[config.mk]
export PLATFORM = sky130hd
export DESIGN_NAME = hazard_scoreboard
export DESIGN_NICKNAME = d
export VERILOG_FILES = /design/src/rtl/hazard_scoreboard.sv
export SDC_FILE = /design/constraint.sdc
export NUM_CORES = 1
export LEC_CHECK = 0
export ABC_AREA = 1
export BUFFER_PORTS_ARGS = -buffer_cell sky130_fd_sc_hd__buf_2
export CAP_MARGIN = 20
export CORE_UTILIZATION = 41
export DETAILED_ROUTE_END_ITERATION = 7
export GPL_ROUTABILITY_DRIVEN = 0
export HOLD_SLACK_MARGIN = 0.06
export PLACE_DENSITY_LB_ADDON = 0.15
export REMOVE_ABC_BUFFERS = 1
export SYNTH_ARGS = -nofsm -noshare
export SYNTH_HDL_FRONTEND = slang
export SYNTH_SLANG_ARGS = --single-unit
[constraint.sdc]
create_clock -name clk -period 5.9 [get_ports clk]
set_input_delay 0 -clock clk [delete_from_list [all_inputs] [get_ports clk]]
set_output_delay 0 -clock clk [all_outputs]
set_load 0.02 [all_outputs]
[src/rtl/hazard_scoreboard.sv]
// hazard_scoreboard
//   Issue-stage scoreboard. Tracks in-flight writes to general registers,
//   FP registers and EFLAGS with one countdown timer per resource, and
//   asserts stall while the candidate micro-instruction reads a result that
//   is not yet forwardable (RAW) or would overwrite a pending destination
//   out of order (WAW).
//
//   Handshake: issue_valid presents a candidate; it issues in the cycle
//   where issue_fire = issue_valid & ~stall & ~flush. A stalled candidate
//   is expected to be held stable by the upstream stage.
//
// Ports
//   clk, rstn       clock, synchronous active-low reset
//   issue_valid     candidate micro-instruction present
//   rut             register usage record of the candidate
//   wb_latency      cycles from issue until the candidate's results forward
//   flush           discard all pending writes; suppresses issue_fire
//   stall           candidate must not issue this cycle
//   issue_fire      candidate issues this cycle
//   busy_gpr/fpr    per-register timer != 0 (also serves as state debug view)
//   busy_ef         EFLAGS timer != 0
//   stall_cycles    (only with SCOREBOARD_STATS_EN) count of issue_valid&stall
//
// Optional feature macro: SCOREBOARD_STATS_EN

package hazard_scoreboard_pkg;
  localparam int RUT_IDX_W = 5;

  typedef struct packed {
    logic [RUT_IDX_W-1:0] d;
    logic [RUT_IDX_W-1:0] s;
    logic [RUT_IDX_W-1:0] t;
    logic from_gd;
    logic from_fd;
    logic to_gd;
    logic to_fd;
    logic from_gs;
    logic from_fs;
    logic from_gt;
    logic from_ft;
    logic from_ef;
    logic to_ef;
  } rut_t;
endpackage

module hazard_scoreboard
  import hazard_scoreboard_pkg::*;
#(
  parameter int REG_N = 16,
  parameter int LAT_W = 3
) (
  input  logic             clk,
  input  logic             rstn,
  input  logic             issue_valid,
  input  rut_t             rut,
  input  logic [LAT_W-1:0] wb_latency,
  input  logic             flush,
  output logic             stall,
  output logic             issue_fire,
  output logic [REG_N-1:0] busy_gpr,
  output logic [REG_N-1:0] busy_fpr,
  output logic             busy_ef
`ifdef SCOREBOARD_STATS_EN
  ,
  output logic [31:0]      stall_cycles
`endif
);

  localparam int IDX_W = $clog2(REG_N);

  logic [LAT_W-1:0] gpr_q [REG_N];
  logic [LAT_W-1:0] gpr_d [REG_N];
  logic [LAT_W-1:0] fpr_q [REG_N];
  logic [LAT_W-1:0] fpr_d [REG_N];
  logic [LAT_W-1:0] ef_q;
  logic [LAT_W-1:0] ef_d;

  logic [IDX_W-1:0] d_idx;
  logic [IDX_W-1:0] s_idx;
  logic [IDX_W-1:0] t_idx;
  logic [LAT_W-1:0] lat_m1;
  logic             raw_hit;
  logic             waw_hit;
  logic             unused_idx_bits;

  assign d_idx = rut.d[IDX_W-1:0];
  assign s_idx = rut.s[IDX_W-1:0];
  assign t_idx = rut.t[IDX_W-1:0];
  // Upper index bits of the usage record are ignored by design.
  assign unused_idx_bits = ^{rut.d, rut.s, rut.t};

  // Value loaded on issue; latencies 0 and 1 both mean "forwardable next
  // cycle", so nothing needs tracking.
  assign lat_m1 = (wb_latency == '0) ? '0 : wb_latency - LAT_W'(1);

  always_comb begin
    for (int i = 0; i < REG_N; i++) begin
      busy_gpr[i] = (gpr_q[i] != '0);
      busy_fpr[i] = (fpr_q[i] != '0);
    end
  end
  assign busy_ef = (ef_q != '0);

  always_comb begin
    raw_hit = (rut.from_gs & busy_gpr[s_idx]) |
              (rut.from_gt & busy_gpr[t_idx]) |
              (rut.from_gd & busy_gpr[d_idx]) |
              (rut.from_fs & busy_fpr[s_idx]) |
              (rut.from_ft & busy_fpr[t_idx]) |
              (rut.from_fd & busy_fpr[d_idx]) |
              (rut.from_ef & busy_ef);
    // A new write may not retire before an older pending write to the same
    // resource, so its timer must not end up shorter than the existing one.
    waw_hit = (rut.to_gd & (gpr_q[d_idx] > lat_m1)) |
              (rut.to_fd & (fpr_q[d_idx] > lat_m1)) |
              (rut.to_ef & (ef_q > lat_m1));
  end

  assign stall      = issue_valid & (raw_hit | waw_hit);
  assign issue_fire = issue_valid & ~stall & ~flush;

  always_comb begin
    for (int i = 0; i < REG_N; i++) begin
      gpr_d[i] = (gpr_q[i] != '0) ? gpr_q[i] - LAT_W'(1) : '0;
      fpr_d[i] = (fpr_q[i] != '0) ? fpr_q[i] - LAT_W'(1) : '0;
      if (issue_fire && rut.to_gd && (d_idx == IDX_W'(i))) gpr_d[i] = lat_m1;
      if (issue_fire && rut.to_fd && (d_idx == IDX_W'(i))) fpr_d[i] = lat_m1;
      if (flush) begin
        gpr_d[i] = '0;
        fpr_d[i] = '0;
      end
    end
    ef_d = busy_ef ? ef_q - LAT_W'(1) : '0;
    if (issue_fire && rut.to_ef) ef_d = lat_m1;
    if (flush) ef_d = '0;
  end

  always_ff @(posedge clk) begin
    if (!rstn) begin
      for (int i = 0; i < REG_N; i++) begin
        gpr_q[i] <= '0;
        fpr_q[i] <= '0;
      end
      ef_q <= '0;
    end else begin
      for (int i = 0; i < REG_N; i++) begin
        gpr_q[i] <= gpr_d[i];
        fpr_q[i] <= fpr_d[i];
      end
      ef_q <= ef_d;
    end
  end

`ifdef SCOREBOARD_STATS_EN
  logic [31:0] stall_cnt_q;
  logic [31:0] stall_cnt_d;

  // Counts stalled candidates; flush does not clear it. Wraps naturally.
  assign stall_cnt_d = stall_cnt_q + {31'd0, stall};

  always_ff @(posedge clk) begin
    if (!rstn) stall_cnt_q <= '0;
    else       stall_cnt_q <= stall_cnt_d;
  end

  assign stall_cycles = stall_cnt_q;
`endif

endmodule

==> flow_summary.json <==
{
  "worst_ir_drop_vdd_mv": 0.170,
  "drive_above_1_share_pct": 10.8,
  "synth_largest_type_area_fraction_pct": 27.0,
  "cellPowerDensity_nw_per_um2": 188,
  "netlist-cell-type-count": 32,
  "clk_buf_depth": 2,
  "worstPathMaxFanout": 28,
  "multi_input_area_sq_um": 4750,
  "critical_path.endpoint": "fpr_q[10][0]",
  "rsz_0062_raised_after_global_routing": "no",
  "yosys.area_share.adder_pct": 2.22,
  "finalHoldViolations": 0,
  "count_of_flip_flops_with_a_built_in_enable_after_synthesis": 0,
  "die_area_sq_um": 18400,
  "regArea_sq_um": 1980,
  "ant_nets": 0,
  "placement_rows": 48,
  "crit-reg2reg-launch": "gpr_q[8][2]",
  "fmax_ghz": 0.249,
  "timing.rr.end": "fpr_q[10][0]",
  "cts.clk_slew.worst_paths_ns": 0.07,
  "finalWirelength_microns": 24200,
  "area_growth_syn_to_layout_pct": 10.9,
  "first_global_vias": 6835,
  "worstSetupStartpointType": "input port",
  "dominant_combinational_cell_family_by_area_after_synthesis": "simple AND/OR/NAND/NOR gates",
  "synth_compound_area_share_pct": 11.9,
  "run_status": "finished clean",
  "synth-main-ff-cell": "dfxtp_1",
  "dp.final_hpwl_microns": 16600,
  "synthTopCellsByArea": "dfxtp_1 (27%), nand2_1 (18%), nor2_1 (14%)",
  "critPathCaptureType": "flip-flop",
  "worst-r2r-cell-count": 17,
  "static_power_due_to_leakage_nw": 4.20,
  "ys_warn_count": 0,
  "core_region_area_sq_um": 17400,
  "required_ns": 6.20,
  "postLayoutCoreUtil_pct": 46.9,
  "post_synth_instance_area_sq_um": 7340,
  "ys_seq_elements": 99,
  "cts-buffers-inserted": 9,
  "cts_resized": 0,
  "wire_per_inst_microns": 16.4,
  "place_inst": 1455,
  "path_class": "in -> reg",
  "synth-async-reset-ratio_pct": 0,
  "synth_simple_gate_area_share_pct": 50.3,
  "cts.root.buffer_cell": "clkbuf_16",
  "worst_hold_path_class": "in -> reg",
  "syn_inst": 1205,
  "setup.reg_to_reg.worst_slack_ns": 2.05,
  "post_drt_via_cell_ratio": 5.30,
  "cts_num_sinks": 99,
  "design.portCount": 67,
  "yosys.area_share.xor_xnor_pct": 0,
  "grt_util_all_layers_pct": 27.1,
  "syn_area_per_cell_sq_um": 6.09,
  "width_of_the_chip_microns": 136,
  "grt_remaining_overflow": 0,
  "post-synth-top-area-cell": "dfxtp_1",
  "ctsHtreeMaxLevel": 3,
  "cp_data_arrival_time_ns": 4.32,
  "mux_contribution_to_synthesized_area_pct": 0,
  "pin_count_of_the_biggest_net_entering_global_routing": 100,
  "finalNetCount": 1288,
  "cts_tree": "yes",
  "dieHeight_microns": 136,
  "timing.final.crit_share_pct": 68.2,
  "slew-limit-headroom_pct": 40.2,
  "post_layout_nonfiller_instances": 1473,
  "yosysSeqAreaShare_pct": 27.0,
  "layout.filler_cells": 1867,
  "first_pass_grt_wire_length_microns": 37800,
  "antenna_cells_inserted": 0,
  "worstSetupStartpoint": "rut[20]",
  "clkLatencyLatePin_ns": 0.37,
  "finalSetupViolCount": 0,
  "drcViolationCount": 0,
  "detail_route.iter0.violations": 763,
  "finalWorstPathRequiredPeriod_ns": 4.02,
  "placement.cell_area_sq_um": 7790,
  "io_buffers": 63,
  "antenna_violations_before_repair": 0,
  "design_power_total_w": 0.00153,
  "tns_ns": 0,
  "tightestPinTransition_ns": 0.898,
  "post-route-cell-area_sq_um": 8130,
  "cap_viol_max_count": 0,
  "number_of_vias_in_the_routed_layout": 7812,
  "initial_core_util_pct": 42.3,
  "timing.final.max_slew_violations": 0,
  "drt_pass1_iterations": 5,
  "clock-skew-final_ns": 0.00695
}
cell type report:
| class | instances | share of cell area [%] |
|---|---|---|
| clock inverter | 1 | 0.369 |
| timing repair buffer | 74 | 5.17 |
| sequential | 99 | 24.4 |
| inverter | 104 | 4.80 |
| clock buffer | 15 | 3.41 |
| multi-input combinational | 955 | 58.4 |
| tap | 225 | 3.46 |
critical path: stages:
cell and delay [ns]:
buf_2 0.16, nand2_2 0.46, inv_2 0.30, a22oi_1 0.23
a21oi_1 0.15, or4_1 0.53, ha_1 0.31, nand3_1 0.07
nand2_1 0.05, a21oi_1 0.05, a21oi_1 0.11, nand2_1 0.10
a21oi_2 0.13, nand3_2 0.13, nor2_8 0.71, buf_4 0.39
nand4_4 0.15, nand2_1 0.10, nand2_1 0.05, nor2_1 0.09
logic make-up (layout without fill, tap and decap cells):
group	after synthesis	count (layout)
flip-flops	99	99
AO/OA/AOI/OAI	153	153
buffers and inverters	151	194
adder cells (fa/ha/maj)	13	13
AND/OR/NAND/NOR	789	789
cells in the final DEF, fill, tap and decap left out, types with 2 or more instances in the layout:
master,Yosys,routed
nand4_1,6,6
nand4_4,28,28
inv_2,4,4
nor2_2,3,3
nand2_2,4,4
clkbuf_16,0,9
ha_1,13,13
o21ai_0,47,47
inv_1,100,100
nand2_1,357,357
or4_1,2,2
a22oi_1,20,20
buf_4,0,9
nand3b_1,3,3
o22ai_1,25,25
dfxtp_1,99,99
nor2_1,270,267
a221oi_1,2,2
clkbuf_8,0,3
nand3_1,81,81
nor3_1,30,30
nor2_4,3,6
buf_2,9,63
o21ai_1,4,3
a21oi_1,49,49
clkbuf_1,28,3
o221ai_1,4,4
cells in the mapped netlist, types with 4 or more instances:
| cell | n |
|---|---|
| inv_2 | 4 |
| ha_1 | 13 |
| nand3_1 | 81 |
| buf_2 | 9 |
| nand4_4 | 28 |
| nor3_1 | 30 |
| nand2_1 | 357 |
| o21ai_1 | 4 |
| nand2_2 | 4 |
| clkbuf_1 | 28 |
| dfxtp_1 | 99 |
| o221ai_1 | 4 |
| o22ai_1 | 25 |
| a22oi_1 | 20 |
| buf_1 | 6 |
| a21oi_1 | 49 |
| nor2_1 | 270 |
| inv_1 | 100 |
| o21ai_0 | 47 |
| nand4_1 | 6 |
layer usage:
| metal | vias up | track usage [%] | wire (microns) |
|---|---|---|---|
| met3 | 28 | 5.57 | 1470 |
| met2 | 221 | 43.5 | 11000 |
| li1 | 3992 | - | - |
| met4 | 0 | 8.24 | 473 |
| met5 | - | 0 | 0 |
| met1 | 3571 | 36.2 | 11300 |
worst min path at each step:
| stage | from | endpoint | slack, ns | depth (start not counted) |
|---|---|---|---|---|
| final | rut[0] | ef_q[1] | 0.13 | 4 |
| after global routing | rut[0] | ef_q[1] | 0.18 | 4 |
| after CTS | rut[0] | ef_q[1] | 0.13 | 4 |
| after detailed placement | issue_valid | stall | 0.39 | 4 |
| after global placement | issue_valid | stall | 0.38 | 4 |
| after floorplan | issue_valid | stall | 0.14 | 2 |
registers in the layout, summed over array words and instances, names as in the netlist:
signal / count
ef_q: 3
fpr_q: 48
gpr_q: 48
where the power goes:
group	internal, W	switching, W	total [W]
combinational	0.0000505	0.000173	0.000223
sequential	0.000669	0.000000950	0.000670
clock	0.000365	0.000274	0.000639
stage by stage:
step	worst slack [ns]	hold slack (ns)
3_5_place_dp	1.50	0.388
3_3_place_gp	1.55	0.385
5_1_grt	1.52	0.180
2_1_floorplan	1.36	0.141
6_report	1.88	0.129
4_1_cts	1.89	0.127
timing repair:
action / 4_1_cts / 5_1_grt
buffers inserted: 0 / 0
hold buffers: 1 / 0
hold endpoints to repair: 6 / 0
(Power assumes the default switching activity.)
